$ cat src/rtl/shift_normalizer.sv
// shift_normalizer: iterative one-bit-per-clock normalizer.
// Left mode shifts the operand up until its MSB is set; right mode shifts it
// down until its LSB is set. The result word and the number of single-bit
// shifts applied are reported with a one-cycle done pulse. An all-zero operand
// cannot be normalized and is flagged with zero=1.
module shift_normalizer #(
    parameter int WIDTH = 16,
    parameter int CNT_W = $clog2(WIDTH)
) (
    input  logic             clk,
    input  logic             rst_n,
    input  logic             start,
    input  logic             mode,
    input  logic [WIDTH-1:0] i,
    output logic             busy,
    output logic             done,
    output logic [WIDTH-1:0] o,
    output logic [CNT_W-1:0] shift,
    output logic             zero
);

    typedef enum logic [1:0] {
        IDLE = 2'd0,
        RUN  = 2'd1,
        DONE = 2'd2
    } state_t;

    state_t           state_q, state_d;
    logic [WIDTH-1:0] work_q,  work_d;
    logic             mode_q,  mode_d;
    logic [CNT_W-1:0] count_q, count_d;
    logic [WIDTH-1:0] o_q,     o_d;
    logic [CNT_W-1:0] shift_q, shift_d;
    logic             zero_q,  zero_d;
    logic             busy_q,  busy_d;
    logic             done_q,  done_d;

    // The bit the current mode is hunting for.
    logic target_hit;
    assign target_hit = mode_q ? work_q[0] : work_q[WIDTH-1];

    // Next-state and output computation for the IDLE -> RUN -> DONE sequence.
    always_comb begin
        // NOTE: every _d starts from its held value so no path leaves a
        // variable unassigned, which would otherwise infer a latch.
        state_d = state_q;
        work_d  = work_q;
        mode_d  = mode_q;
        count_d = count_q;
        o_d     = o_q;
        shift_d = shift_q;
        zero_d  = zero_q;
        busy_d  = busy_q;
        done_d  = 1'b0;

        case (state_q)
            IDLE: begin
                busy_d = 1'b0;
                if (start) begin
                    work_d  = i;
                    mode_d  = mode;
                    count_d = '0;
                    zero_d  = 1'b0;
                    state_d = RUN;
                end
            end
            RUN: begin
                // busy rises on the first RUN edge, one edge after acceptance.
                busy_d = 1'b1;
                if (work_q == '0) begin
                    zero_d  = 1'b1;
                    o_d     = '0;
                    shift_d = '0;
                    state_d = DONE;
                end else if (target_hit) begin
                    o_d     = work_q;
                    shift_d = count_q;
                    state_d = DONE;
                end else begin
                    // A nonzero word reaches its target within WIDTH-1
                    // shifts, so count cannot wrap.
                    work_d  = mode_q ? {1'b0, work_q[WIDTH-1:1]}
                                     : {work_q[WIDTH-2:0], 1'b0};
                    count_d = count_q + CNT_W'(1);
                end
            end
            DONE: begin
                // start is not looked at here; it is neither queued nor restarted.
                busy_d  = 1'b0;
                done_d  = 1'b1;
                state_d = IDLE;
            end
            default: begin
                busy_d  = 1'b0;
                state_d = IDLE;
            end
        endcase
    end

    // State and registered outputs; reset aborts any operation in flight.
    always_ff @(posedge clk or negedge rst_n) begin
        if (!rst_n) begin
            state_q <= IDLE;
            work_q  <= '0;
            mode_q  <= 1'b0;
            count_q <= '0;
            o_q     <= '0;
            shift_q <= '0;
            zero_q  <= 1'b0;
            busy_q  <= 1'b0;
            done_q  <= 1'b0;
        end else begin
            // NOTE: non-blocking assignments so every flop samples the
            // pre-edge values regardless of statement order.
            state_q <= state_d;
            work_q  <= work_d;
            mode_q  <= mode_d;
            count_q <= count_d;
            o_q     <= o_d;
            shift_q <= shift_d;
            zero_q  <= zero_d;
            busy_q  <= busy_d;
            done_q  <= done_d;
        end
    end

    assign busy  = busy_q;
    assign done  = done_q;
    assign o     = o_q;
    assign shift = shift_q;
    assign zero  = zero_q;

endmodule
$ cat config.mk
export PLATFORM = sky130hd
export DESIGN_NAME = shift_normalizer
export DESIGN_NICKNAME = d
export VERILOG_FILES = /design/src/rtl/shift_normalizer.sv
export SDC_FILE = /design/constraint.sdc
export NUM_CORES = 1
export LEC_CHECK = 0
export ABC_CLOCK_PERIOD_IN_PS = 4000
export CORE_AREA = 2 2 69 71
export CTS_CLUSTER_DIAMETER = 80
export DETAILED_ROUTE_END_ITERATION = 12
export DIE_AREA = 0 0 71 73
export GPL_TIMING_DRIVEN = 1
export MAX_ROUTING_LAYER = met4
export PLACE_DENSITY = 0.76
export SKIP_CTS_REPAIR_TIMING = 1
export SLEW_MARGIN = 30
export SYNTH_ARGS = -nofsm -noshare
export SYNTH_HDL_FRONTEND = slang
export SYNTH_SLANG_ARGS = --single-unit
$ cat constraint.sdc
create_clock -name clk -period 4 [get_ports clk]
set_clock_uncertainty 0.15 [all_clocks]
set_input_delay 1.2 -clock clk [delete_from_list [all_inputs] [get_ports clk]]
set_output_delay 1.2 -clock clk [all_outputs]
set_load 0.02 [all_outputs]
==> run metrics, run 1 <==
share of layout cells above drive strength 1=6.55%; vias in the first global route=1602; RSZ-0062 raised after global routing=no; crit path kind=in2reg; run status=finished clean; largest net degree at the start of global routing=47; HPWL Detailed=3100 um; switching part of the total power=42.7%; Comb power frac=48.9%; drt pass-1 iters=4; Critical Path Fanout Max=22; period utilization=66.9%; grt total ovfl=0; Num Clock Sinks=46; Startpoint Class=input port; Layout fillers=401; GP Congestion=0.792; Antenna Nets Post-Route=0; R2R Path Start=work_q[10]; final WL=4720 um; Cell Rows=25; sequential share of power=36.8%; Netlist cell types=26; All-Layer GR Usage=20.5%; NetSw=0.00101 W; Initial Utilization=47.3%; worst skew pair latency=0.30 ns; Power Density=877 nW/um^2; Synth Area in Adders=0.583%; compound-gate portion of the synthesized area=14.9%; total I/O pin count=43; Hold Crit Class=reg2reg; Die Wd=71 um; Synth Instances=235; Antenna Cells=0; post-synthesis mux area share=8.05%; area grow syn2layout=25.6%; first-pass GRT wire length=8000 um; simple-gate share of the synthesized area=18.6%; Root Driver=clkbuf_8; total negative slack=0 ns; Post-Synthesis Cell Area=2150 sq um; static leakage power=1.21 nW; DRC=0; Setup crit start=start; Peak supply drop=0.000349 V; Synth warnings=0; clock group share of total power=14.3%; Synthesized Nets=256; syn_area_per_cell=9.13 sq um; max-slew violations=0; Clock transition at path regs=0.08 ns; Die Ht=73 um; HP Start=zero; CTS Buffer Depth=2; XOR/XNOR Fraction of Synth Area=0%; setup violators final=0; CP required=4.08 ns; Fin. Hold Viols=0; FF+latch count, synth=46; die area=5180 sq um; CP endpoint kind=register; CTS buffer count=5; Slew HR=44.5%; routed via count=1739; TritonCTS clock tree=yes; Placed Cells=321; sequential area share after synthesis=53.6%; max frequency=0.374 GHz; reg-to-reg slack, setup=1.48 ns; initial antenna violation count=0; # H-tree levels=2; Pint=0.00135 W; largest family of logic cells by synthesized area=simple AND/OR/NAND/NOR gates; Critical Path AT=2.76 ns; max cap viols=0; Via-to-Cell Ratio=5.29; Core Area=4540 sq um; Nets=295; min cycle time layout=2.68 ns; routed length per instance=14.3 um; PortBufs=42; number of DRC markers in iteration 0=213; worst-margin pin slew=0.833 ns; Cell Count, Final, Fillers Out=329
[critical path: stages]
cell and delay (ns):
clkdlybuf4s50_1 0.48, mux2_2 0.18, o311ai_4 0.25, or4_1 0.55, nand3_1 0.11
[registers in the layout, summed over array words and instances (netlist names)]
signal,flops
o,16
work_q,16
count_q,4
shift,4
state_q,2
busy,1
done,1
mode_q,1
zero,1
[metal layers]
| layer | part of all wire [%] | global-route usage, % | wire length [um] |
|---|---|---|---|
| met5 | 0 | - | 0 |
| met3 | 3.8 | 4.28 | 181 |
| met1 | 48 | 28.4 | 2280 |
| met4 | 2.2 | 7.34 | 105 |
| met2 | 46 | 29.9 | 2150 |
[final timing paths]
check	depth (start not counted)	to
worst max-delay path	5	count_q[3]
worst min-delay path	1	zero
worst max register to register	5	work_q[12]
worst min register to register	1	zero
max in group asynchronous	1	done
min in group asynchronous	1	o[8]
[through the flow]
stage                     area, sq um  power (W)  setup slack (ns)  util (%)  hold WS (ns)
after floorplan                  2150    0.00167              1.76         -         0.316
after global placement           2590    0.00200              1.07      57.0         0.314
after detailed placement         2590    0.00203              1.03      57.1         0.338
after CTS                        2700    0.00238              1.33      59.4         0.357
after global routing             2700    0.00257              1.27      59.4         0.376
final                            2700    0.00236              1.32      59.4         0.343
[power by group through the flow]
stage	Combinational, W	Sequential [W]	Clock, W
after detailed placement	0.00116	0.000877	0
after floorplan	0.000728	0.000942	0
after global routing	0.00130	0.000900	0.000366
after CTS	0.00117	0.000867	0.000345
after global placement	0.00113	0.000869	0
final	0.00116	0.000870	0.000337
[synth_stat cells]
master	instances	area (sq um)
mux2_2	2	22.5
or2_2	1	6.26
nand2b_1	1	6.26
nor3_2	1	10.0
nand2_1	76	285
nor3b_1	1	7.51
dfrtp_1	46	1150
nor4_1	3	18.8
or4_4	1	11.3
o21ai_0	52	260
ha_1	1	12.5
a21o_1	2	15.0
nor2_1	4	15.0
nand3_1	4	20.0
or4_1	1	7.51
a21oi_1	2	10.0
o31ai_1	1	7.51
and3_1	1	6.26
buf_4	2	15.0
o311ai_4	1	26.3
clkbuf_2	1	5.00
clkbuf_1	10	37.5
nor3_1	1	5.00
inv_1	3	11.3
buf_6	2	22.5
mux2i_1	15	150
[cell families (layout without fill, tap and decap cells)]
family | count (synthesis) | after routing
AO/OA/AOI/OAI | 58 | 58
adder cells (fa/ha/maj) | 1 | 1
buffers and inverters | 18 | 58
flip-flops | 46 | 46
multiplexers | 17 | 17
AND/OR/NAND/NOR | 95 | 95
[placed cells by master, fill, tap and decap left out]
cell	count
nor4_1	3
or2_2	1
a21oi_1	2
mux2i_1	15
buf_4	6
and3_1	1
mux2_2	2
or4_1	1
ha_1	1
inv_1	3
nor3_2	1
clkbuf_8	5
clkdlybuf4s50_1	41
nand3_1	4
dfrtp_1	46
nand2_1	76
nand2b_1	1
o31ai_1	1
clkbuf_1	2
nor3b_1	1
o21ai_0	52
bufinv_16	1
o311ai_4	1
a21o_1	2
or4_4	1
nor2_1	4
nor3_1	1
[layout make-up]
class                      count  area [sq um]  share of cell area, %
clock buffer                   7          76.3                   2.83
clock inverter                 1          30.0                   1.11
tap                           54          67.6                   2.51
sequential                    46          1150                   42.7
multi-input combinational    171           903                   33.5
inverter                       3          11.3                  0.418
timing repair buffer          47           455                   16.9
(Power assumes the default switching activity.)
==> run 2, diff against run 1 <==
Settings changed: ABC_CLOCK_PERIOD_IN_PS 4000 to 2500.
Clock period 4 ns to 2.5 ns, I/O delays scaled along.
==> run metrics, run 2 (synthesis results as in run 1) <==
CTS buffer count=5 (unchanged); Nets=299 (+1.4%); Peak supply drop=0.000630 V (+81%); All-Layer GR Usage=20.5% (+0.067 points); min cycle time layout=2.16 ns; CP max stage delay=0.61 ns (+0.06 ns); CTS Buffer Depth=2 (unchanged); Crit path buffers/inverters=1 (unchanged); number of DRC markers in iteration 0=134 (-37%); die area=5180 sq um (unchanged); Clock transition at path regs=0.08 ns (about the same); Core Area=4540 sq um (unchanged); Die Wd=71 um (unchanged); CP required=1.60 ns (-2.48 ns); Setup crit start=o[10]; setup violators final=0 (unchanged); Die Ht=73 um (unchanged); most frequent cells in the layout=nand2_1 (76), o21ai_0 (52), dfrtp_1 (46); reg-to-reg slack, setup=0.39 ns (-1.09 ns); Final Cell Area=2720 sq um (+0.93%); HPWL Detailed=3330 um (+7.5%); Root Driver=clkbuf_8; Fin. Hold Viols=0 (unchanged); Num Clock Sinks=46 (unchanged); static leakage power=1.22 nW (+1.6%); Antenna Nets Post-Route=0 (unchanged); Via-to-Cell Ratio=5.29 (+0.11%); largest net degree at the start of global routing=41 (-13%); CP cell instances=clkdlybuf4s50_1; max frequency=0.462 GHz; Critical Path End=o[10]; period utilization=86.5%; initial antenna violation count=0 (unchanged); total negative slack=0 ns (unchanged); routed via count=1762 (+1.3%); Critical Path AT=1.26 ns (-1.50 ns); DRC=0 (unchanged); total I/O pin count=43 (unchanged); r2r endpoint=o[3]; commonest non-fill, non-tap cell in the layout=nand2_1; run status=finished clean; vias in the first global route=1662 (+3.7%); Worst R2R Path Depth=5 (unchanged); CP endpoint kind=primary output; area grow syn2layout=26.8%; CP max-delay cell=clkdlybuf4s50_1; Layout fillers=407 (+1.5%); worst skew pair latency=0.30 ns (about the same); first-pass GRT wire length=7980 um (-0.26%); Initial Utilization=47.3% (unchanged); # H-tree levels=2 (unchanged); TritonCTS clock tree=yes; Power Density=1380 nW/um^2 (+57%); Startpoint Class=register; crit path kind=reg2out; routed length per instance=14.4 um (+0.52%); PortBufs=42 (unchanged); Slew HR=70.1% (+26 points); max cap viols=0 (unchanged); share of layout cells above drive strength 1=8.24% (+1.7 points); R2R Path Start=work_q[3]; Placed Area=2630 sq um (+1.5%); Antenna Cells=0 (unchanged); GP Congestion=0.773 (-2.4%); Critical Path Fanout Max=2 (-91%); Hold Crit Class=in2async; delay-heaviest family, CP=buffers and inverters; grt total ovfl=0 (unchanged); Cell Rows=25 (unchanged); max-slew violations=0 (unchanged); worst-margin pin slew=0.446 ns (-0.387 ns); drt pass-1 iters=4 (unchanged); RSZ-0062 raised after global routing=no; CP Depth=1 (-4); final WL=4800 um (+1.7%)
==> run 2: cell types whose count changed in the layout (fill, tap and decap cells not counted), sizes merged <==
cell | before | now
clkinv | 0 | 1
bufinv | 1 | 0
buf | 6 | 10
==> run 2: area by class of cell <==
cell class	instances	area, sq um	share of cell area, %
sequential	46	1150	42.3
multi-input combinational	171	903	33.2
timing repair buffer	51	495	18.2
clock buffer	7	86.3	3.17
tap	54	67.6	2.48
inverter	3	11.3	0.414
clock inverter	1	5.00	0.184
==> run 2: report_power, final <==
group	switching, W	leakage [nW]	internal [W]
sequential	0.000301	0.582	0.00109
combinational	0.00108	0.594	0.000823
clock	0.000241	0.0482	0.000223
total	0.00162	1.22	0.00214
==> run 2: stage by stage <==
step	power [W]	std cells	setup WS, ns	util, %	hold WS [ns]
after CTS	0.00379	333	0.326	60.0	0.192
after global routing	0.00408	333	0.277	60.0	0.202
after floorplan	0.00267	235	0.639	-	0.304
final	0.00376	333	0.337	60.0	0.192
after global placement	0.00326	325	0.196	58.0	0.314
after detailed placement	0.00332	325	0.170	58.0	0.341
==> run 2: worst min path at each step <==
| stage | endpoint | slack (ns) | cells after the start |
|---|---|---|---|
| 6_report | o[4] | 0.19 | 1 |
| 5_1_grt | o[4] | 0.20 | 1 |
| 4_1_cts | work_q[2] | 0.19 | 1 |
| 3_5_place_dp | zero | 0.34 | 1 |
| 3_3_place_gp | zero | 0.31 | 1 |
| 2_1_floorplan | busy | 0.30 | 0 |
==> run 2: routing by layer <==
metal	up-vias	global-route usage (%)	share of wire, %
li1	872	-	-
met1	848	27.1	47
met2	35	31.8	48
met3	7	4.28	2.8
met4	0	7.13	1.6
met5	-	-	0
==> run 3, diff against run 2 <==
Settings changed: SETUP_SLACK_MARGIN from default to 0.05, SLEW_MARGIN 30 to default.
==> results of run 3 <==
Same layout as run 2: the final DEF is identical, and so are final timing and power.
